--- config.mk ---
export PLATFORM = sky130hd
export DESIGN_NAME = output_bus_receiver
export DESIGN_NICKNAME = d
export VERILOG_FILES = /design/src/rtl/output_bus_receiver.sv
export SDC_FILE = /design/constraint.sdc
export NUM_CORES = 1
export LEC_CHECK = 0
export ABC_AREA = 1
export CORE_ASPECT_RATIO = 0.9
export CORE_UTILIZATION = 53
export DETAILED_ROUTE_END_ITERATION = 8
export GPL_TIMING_DRIVEN = 0
export HOLD_SLACK_MARGIN = 0.1
export PLACE_DENSITY = 0.83
export SETUP_SLACK_MARGIN = 0.5
export SLEW_MARGIN = 20
export SYNTH_ARGS = -nofsm -noshare
export SYNTH_HDL_FRONTEND = slang
export SYNTH_SLANG_ARGS = --single-unit
--- constraint.sdc ---
create_clock -name CLK -period 1.66 [get_ports CLK]
set_input_delay 0.332 -clock CLK [delete_from_list [all_inputs] [get_ports CLK]]
set_output_delay 0.332 -clock CLK [all_outputs]
set_load 0.02 [all_outputs]
--- src/rtl/output_bus_receiver.sv ---
// Reassembles OUTPUT_BUS_WIDTH-pixel bus words into full rows and presents them on a valid/ready port.
// Optional ROW_SUM output (per-row unsigned pixel sum) is enabled by defining ROW_SUM_EN.
module output_bus_receiver #(
    parameter int PIXEL_ARRAY_WIDTH = 8,
    parameter int OUTPUT_BUS_WIDTH  = 2,
    parameter int PIXEL_BITS        = 8,
    parameter int COUNT_BITS        = 16
) (
    input  logic                                            CLK,
    input  logic                                            RESET,
    input  logic                                            BUS_VALID,
    input  logic [OUTPUT_BUS_WIDTH*PIXEL_BITS-1:0]          BUS_DATA,
    output logic [PIXEL_ARRAY_WIDTH-1:0][PIXEL_BITS-1:0]    ROW_DATA,
    output logic                                            ROW_VALID,
    input  logic                                            ROW_READY,
    output logic                                            ROW_DROPPED,
    output logic                                            BURST_ERROR,
    output logic [COUNT_BITS-1:0]                           ROW_COUNT
`ifdef ROW_SUM_EN
    ,
    output logic [PIXEL_BITS+$clog2(PIXEL_ARRAY_WIDTH)-1:0] ROW_SUM
`endif
);
    localparam int WORDS = PIXEL_ARRAY_WIDTH / OUTPUT_BUS_WIDTH;
    localparam int IDX_W = $clog2(WORDS);
    localparam logic [IDX_W-1:0] LAST = IDX_W'(WORDS - 1);

    typedef enum logic {IDLE, RECV} state_t;

    state_t                                         state;
    logic [IDX_W-1:0]                               idx;
    logic [PIXEL_ARRAY_WIDTH-1:0][PIXEL_BITS-1:0]   asm_row;
    logic [PIXEL_ARRAY_WIDTH-1:0][PIXEL_BITS-1:0]   row_next;
    logic                                           row_done;
    logic                                           accept;
    logic                                           load;

    // Splice the current bus word into its slot; BUS_DATA is only selected while BUS_VALID is high.
    for (genvar w = 0; w < WORDS; w++) begin : g_word
        for (genvar p = 0; p < OUTPUT_BUS_WIDTH; p++) begin : g_px
            assign row_next[w*OUTPUT_BUS_WIDTH+p] = (BUS_VALID && idx == IDX_W'(w))
                ? BUS_DATA[p*PIXEL_BITS +: PIXEL_BITS]
                : asm_row[w*OUTPUT_BUS_WIDTH+p];
        end
    end

    assign row_done = (state == RECV) && BUS_VALID && (idx == LAST);
    assign accept   = ROW_VALID && ROW_READY;
    assign load     = row_done && (!ROW_VALID || ROW_READY);

    always_ff @(posedge CLK) begin
        if (RESET) begin
            state       <= IDLE;
            idx         <= '0;
            asm_row     <= '0;
            ROW_DATA    <= '0;
            ROW_VALID   <= 1'b0;
            ROW_DROPPED <= 1'b0;
            BURST_ERROR <= 1'b0;
            ROW_COUNT   <= '0;
        end else begin
            ROW_DROPPED <= row_done && !load;
            BURST_ERROR <= (state == RECV) && !BUS_VALID;
            if (BUS_VALID)
                asm_row <= row_next;
            case (state)
                IDLE: if (BUS_VALID) begin
                    idx   <= IDX_W'(1);
                    state <= RECV;
                end
                RECV: if (BUS_VALID && idx != LAST) begin
                    idx <= idx + IDX_W'(1);
                end else begin
                    idx   <= '0;
                    state <= IDLE;
                end
                default: begin
                    idx   <= '0;
                    state <= IDLE;
                end
            endcase
            // A refill in the accepting cycle keeps ROW_VALID high without a bubble.
            if (load) begin
                ROW_DATA  <= row_next;
                ROW_VALID <= 1'b1;
            end else if (accept) begin
                ROW_VALID <= 1'b0;
            end
            if (accept)
                ROW_COUNT <= ROW_COUNT + 1'b1;
        end
    end

`ifdef ROW_SUM_EN
    localparam int SUM_W = PIXEL_BITS + $clog2(PIXEL_ARRAY_WIDTH);
    logic [SUM_W-1:0] word_sum;
    logic [SUM_W-1:0] acc;

    always_comb begin
        word_sum = '0;
        for (int p = 0; p < OUTPUT_BUS_WIDTH; p++)
            word_sum = word_sum + SUM_W'(BUS_DATA[p*PIXEL_BITS +: PIXEL_BITS]);
    end

    always_ff @(posedge CLK) begin
        if (RESET) begin
            acc     <= '0;
            ROW_SUM <= '0;
        end else begin
            if (BUS_VALID)
                acc <= (state == IDLE) ? word_sum : acc + word_sum;
            if (load)
                ROW_SUM <= acc + word_sum;
        end
    end
`endif
endmodule

==> results.yml, run 1 <==
global_routing:
  use_met1_pct: 37.6
  gr-max-usage-layer: "met2"
  use_met2_pct: 56.7
  antenna_found_initial: 4
  grtUsageMet3_pct: 5.77
  grt_pass1_vias: 6142
  grt_pass1_wl_um: 30000
  grt_usage_pct: 32.8
  grt.overflow.total: 0
  grt_max_degree: 17
floorplanning:
  initial_core_util_pct: 55.5
  die_h_um: 104
  dieArea_sq_um: 12000
  io_pins: 103
  std_cell_rows: 36
  core_region_area_sq_um: 11000
  die_width_um: 115
cells_and_area:
  stdcell_area_sq_um: 10500
  nFillCells: 248
  drive_gt1_share_pct: 62.5
  nets: 960
  area_growth_pct: 71.2
cts:
  clk_latency_ps: 450
  hold_buffers: 0
  cts_made_buffers: 17
  htree_levels: 4
  cts-root-buf: "clkbuf_16"
  clockBufferDepth: 2
  cts_sinks: 150
  cts_tree: "done"
  path_clk_slew_ps: 70
sta:
  rsz0062_at_grt: "yes"
  fmax_mhz: 572
  hold_violations: 0
  slew_headroom_pct: 45.4
  skew_ps: 8.61
  tightestPinTransition_ps: 820
  slew_viol_final: 0
  fin_crit_sh_pct: 105
  fin_ws_ps: -88.4
  finalCriticalPeriod_ps: 1750
  setup_viol: 3
critical_path:
  r2r_start: "idx[0]"
  startpoint_type: "flop"
  startpoint: "idx[0]"
  crit_fanout: 7
  endpoint: "ROW_DATA[59]"
  cp.arrival_ps: 2050
  cp-end-kind: "flop"
  rr_endpoint: "ROW_DATA[59]"
  reg2reg_slack_ps: -90
  path_class: "flop to flop"
  crit_required_ps: 1970
  r2r_cells: 7
drt:
  ant_nets: 0
  vias: 7134
  drc_errors: 0
  viasPerCell: 6.49
  wire_per_inst_um: 28.5
  finalWirelength_um: 31400
  dr.pass1.iters: 6
  first_iter_violations: 1007
outcome:
  status: "finished, violations left"
  violations: "negative setup slack"
yosys:
  syn-num-nets: 735
  synthCells: 710
  ys_ff_latch: 150
  ys_seq_area_share_pct: 49.0
  yosysUniqueCellTypes: 27
  syn_area_per_cell_sq_um: 8.62
  yosysWarnings: 0
  synth_area_sq_um: 6120
placement:
  port-buffer-count: 100
  place_ws_ps: -93.6
  hpwl_um: 10800
  place_congestion: 0.871
  dpl_cell_area_sq_um: 7450
worst_hold_path:
  min_path_cells: 2
  hold_start: "BUS_VALID"
  hold_path.class: "primary input to flop"
power:
  power_density_nw_per_um2: 843
  p_total_mw: 8.84
  power_leakage_nw: 4.37
  vdd_drop_max_uv: 1000
run:
  cap_viol_max_count: 0
==> worst max-delay path, stage by stage, from the launching register on <==
cell      delay (ps)
dfxtp_4          380
ha_4             170
nand3_4           80
nor2_4           180
buf_12           200
buf_8            150
nor2_1            70
a211oi_2         370
==> metrics by stage <==
stage	hold WS, ps	utilization [%]	setup TNS, ps	std cells
finish	310	95.0	-125	1100
detailed placement	449	67.5	-1890	962
floorplan	498	-	0	710
CTS	181	81.3	0	1059
global placement	440	67.5	-1010	962
global route	329	94.9	-653	1099
==> registers in the layout, summed over array words and instances (netlist names) <==
register / cells
ROW_DATA: 64
BURST_ERROR: 1
idx: 2
ROW_COUNT: 16
asm_row: 64
state: 1
ROW_VALID: 1
ROW_DROPPED: 1
==> cells by family (layout without fill, tap and decap cells) <==
logic type                 after synthesis  after routing  synth area share, %
buffers and inverters                  132            369                 10.5
and+or+nand+nor                        271            271                 19.7
DFF                                    150            150                 49.0
adders and majority gates                5              5                 1.02
other                                    0              1                    0
AOI/OAI and AO/OA                      152            152                 19.7
==> power by group <==
part | switching [mW] | total, mW | internal (mW)
clock network | 1.81 | 4.20 | 2.40
registers | 0.0407 | 3.70 | 3.65
logic | 0.628 | 0.937 | 0.310
==> cell type report <==
| cell class | count | area (sq um) | area share [%] |
|---|---|---|---|
| Sequential cell | 150 | 3140 | 29.9 |
| Antenna cell | 1 | 2.50 | 0.0239 |
| Tap cell | 152 | 190 | 1.81 |
| Clock inverter | 12 | 154 | 1.47 |
| Timing Repair Buffer | 206 | 2190 | 20.9 |
| Clock buffer | 19 | 443 | 4.23 |
| Buffer | 43 | 543 | 5.18 |
| Multi-Input combinational cell | 428 | 3490 | 33.3 |
| Inverter | 89 | 334 | 3.19 |
==> timing repair <==
item	in CTS	in global routing
pin swaps	4	32
cloned	5	11
resized for setup	619	274
endpoints found under the setup margin	222	227
setup buffers	61	29
==> routing by layer <==
layer	part of all wire, %	wire (um)
met5	0.22	68
met4	10	3230
met3	12	3840
met2	45	14100
met1	32	10200
==> layout by cell type, fill, tap and decap left out, types with 4 or more instances in the layout <==
| cell type | count |
|---|---|
| nor2_1 | 90 |
| nand3_2 | 5 |
| dfxtp_4 | 12 |
| o21ai_4 | 43 |
| inv_2 | 6 |
| inv_1 | 83 |
| buf_12 | 18 |
| clkbuf_16 | 26 |
| nand2_4 | 12 |
| a211oi_2 | 58 |
| buf_8 | 8 |
| nor2_4 | 9 |
| a211oi_1 | 7 |
| dfxtp_2 | 71 |
| buf_4 | 80 |
| buf_6 | 96 |
| clkbuf_1 | 12 |
| a21oi_1 | 9 |
| ha_4 | 5 |
| dfxtp_1 | 67 |
| o21ai_2 | 23 |
| nand2_1 | 51 |
| nand2_8 | 4 |
| clkdlybuf4s50_1 | 16 |
| nand2_2 | 31 |
| nor2_2 | 56 |
| o21ai_1 | 5 |
==> cells in the mapped netlist (all sizes together) <==
cell	instances	share of area [%]
nand3b	1	0.12
buf	28	4.1
nand4	1	0.10
ha	5	1.0
nor3	5	0.59
a211oi	65	13
clkbuf	15	0.92
o21ai	74	6.0
nand3	11	0.98
nor2	155	12
o21bai	1	0.12
a21oi	12	0.98
inv	89	5.5
nand2	98	6.1
dfxtp	150	49
==> worst min-delay path by stage <==
stage | to | slack, ps
finish | BURST_ERROR | 310
global route | BURST_ERROR | 330
CTS | BURST_ERROR | 180
detailed placement | ROW_COUNT[3] | 450
global placement | ROW_COUNT[3] | 440
floorplan | ROW_COUNT[3] | 500
Note: power is estimated with default switching activity, not from simulation.
==> run 2: changes to the inputs <==
- HOLD_SLACK_MARGIN: 0.1 -> 0.02
- TNS_END_PERCENT: default -> 1
==> run 2 against run 1 <==
Net effect: the run now ends clean; critical endpoint is now ROW_COUNT[0]; die area did not move; worst hold slack worse by 110 ps; sequential cell count stayed put; non-clock buffer count shrank 104.
==> results.yml, run 2 (synthesis gave the netlist of run 1 again) <==
outcome:
  status: "complete, no violations"
worst_hold_path:
  hold_path.class: "primary input to flop"
  worst_hold_path.endpoint: "BURST_ERROR"
  min_path_cells: 2
  hold_start: "BUS_VALID"
critical_path:
  cp.arrival_ps: 1140
  crit_required_ps: 1330
  path_class: "flop to output port"
  crit_buf_inv: 1
  worst_path_max_delay_cell: "dfxtp_2"
  rr_endpoint: "ROW_DATA[49]"
  startpoint_type: "flop"
  critPathMaxStageDelay_ps: 380
  crit_chain: "dlygate4sd2_1"
  r2r_start: "idx[1]"
  cp_top_family: "flip-flops"
  crit_fanout: 4
  cp-end-kind: "output port"
  r2r_cells: 5
  reg2reg_slack_ps: 190
power:
  vdd_drop_max_uv: 694
  power_switching_mw: 2.04
  power_leakage_nw: 3.44
  pwr-share-comb_pct: 6.4
  power_density_nw_per_um2: 1010
  power_frac_seq_pct: 45.2
  pwr-share-clk_pct: 48.4
  sw_frac_of_total_pct: 25.0
  intPower_mw: 6.14
cells_and_area:
  final_cell_mix: "143 x dfxtp_1, 102 x nor2_1, 93 x nand2_1"
  drive_gt1_share_pct: 26.3
  nets: 856
  fin_util_pct: 73.5
  stdcell_area_sq_um: 8110
  reg_top3: "ROW_DATA: 64 flops, asm_row: 64 flops, ROW_COUNT: 16 flops"
  area_growth_pct: 32.5
  final_common_cell: "dfxtp_1"
  antenna_cells: 0
  nFillCells: 769
cts:
  clockBufferDepth: 2
  clk_latency_ps: 430
  htree_levels: 4
  hold_buffers: 0
  cts_sinks: 150
  path_clk_slew_ps: 70
  cts_made_buffers: 17
  cts-root-buf: "clkbuf_16"
  cts_tree: "done"
sta:
  fmax_mhz: 679
  hold_violations: 0
  rsz0062_at_grt: "yes"
  setup_viol: 0
  fin_crit_sh_pct: 88.7
  slew_viol_final: 0
  skew_ps: 14.8
  finalCriticalPeriod_ps: 1470
  tightestPinTransition_ps: 756
  finalSetupTns_ps: 0
  slew_headroom_pct: 49.6
drt:
  vias: 5225
  dr.pass1.iters: 6
  finalWirelength_um: 16000
  viasPerCell: 5.25
  drc_errors: 0
  ant_nets: 0
  wire_per_inst_um: 16.1
  first_iter_violations: 355
global_routing:
  grt_pass1_vias: 5273
  grt_max_degree: 17
  grt_usage_pct: 28.0
  grt_pass1_wl_um: 26000
  antenna_found_initial: 0
  grt.overflow.total: 0
floorplanning:
  io_pins: 103
  core_region_area_sq_um: 11000
  dieArea_sq_um: 12000
  initial_core_util_pct: 55.5
  die_width_um: 115
  std_cell_rows: 36
  die_h_um: 104
placement:
  hpwl_um: 10800
  place_congestion: 0.857
  dpl_cell_area_sq_um: 7380
  port-buffer-count: 100
run:
  cap_viol_max_count: 0
==> run 2: cell count changes in the layout (fill, tap and decap cells not counted), sizes merged, moves of 5 or more <==
cell	change
inv	+5
dlygate4sd2	+39
clkbuf	-9
buf	-178
clkdlybuf4s15	+43
==> run 2: what timing repair did <==
action                                  4_1_cts  5_1_grt
endpoints found under the setup margin      223      224
gates resized for setup                     203       33
pin swaps                                     1        2
setup buffers                                 2        0
==> run 2: metrics by stage <==
stage               power (mW)  setup slack [ps]  hold slack, ps  cells
CTS                       8.14               209             198    996
global placement          4.21             -63.9             473    962
detailed placement        4.24              -140             485    962
finish                    8.18               188             199    996
global route              8.38               142             208    996
floorplan                 4.06               383             498    710
==> run 2: layer usage <==
| layer | GRT usage [%] | up-vias | wire length, um |
|---|---|---|---|
| met4 | 13.3 | 0 | 505 |
| met5 | 0 | - | 0 |
| met3 | 5.94 | 49 | 924 |
| met2 | 46.2 | 194 | 7820 |
| li1 | - | 2517 | - |
| met1 | 34.7 | 2465 | 6740 |
==> run 2: worst register-to-register path, cell delays in order, from the launching register on <==
cell and delay (ps):
dfxtp_2 380, ha_4 190, nand2_2 100, buf_2 210
o21ai_0 330, a211oi_1 140
==> run 2: layout make-up <==
type                    count  area (sq um)  area share, %
plain buffers              43           392           4.83
inverters                  89           334           4.12
clock inverters            14           165           2.04
well taps                 152           190           2.34
repair buffers            102           983           12.1
flip-flops and latches    150          3010           37.2
clock buffers              18           439           5.41
multi-input cells         428          2590           32.0
==> run 2: power groups by stage <==
stage / Combinational (mW) / Clock [mW] / Sequential [mW]
CTS: 0.499 / 3.95 / 3.70
finish: 0.524 / 3.96 / 3.70
floorplan: 0.283 / 0 / 3.78
global route: 0.574 / 4.11 / 3.70
global placement: 0.433 / 0 / 3.78
detailed placement: 0.456 / 0 / 3.78
==> run 2: worst max path at each step <==
stage                       startpoint       endpoint  cells after the start
final                     ROW_COUNT[0]   ROW_COUNT[0]                      1
after floorplan                 idx[1]    ROW_DATA[0]                      7
after CTS                       idx[1]    ROW_DATA[6]                      7
after global placement       ROW_READY  ROW_COUNT[11]                      6
after detailed placement     ROW_READY  ROW_COUNT[13]                      6
after global routing            idx[0]   ROW_DATA[37]                      7
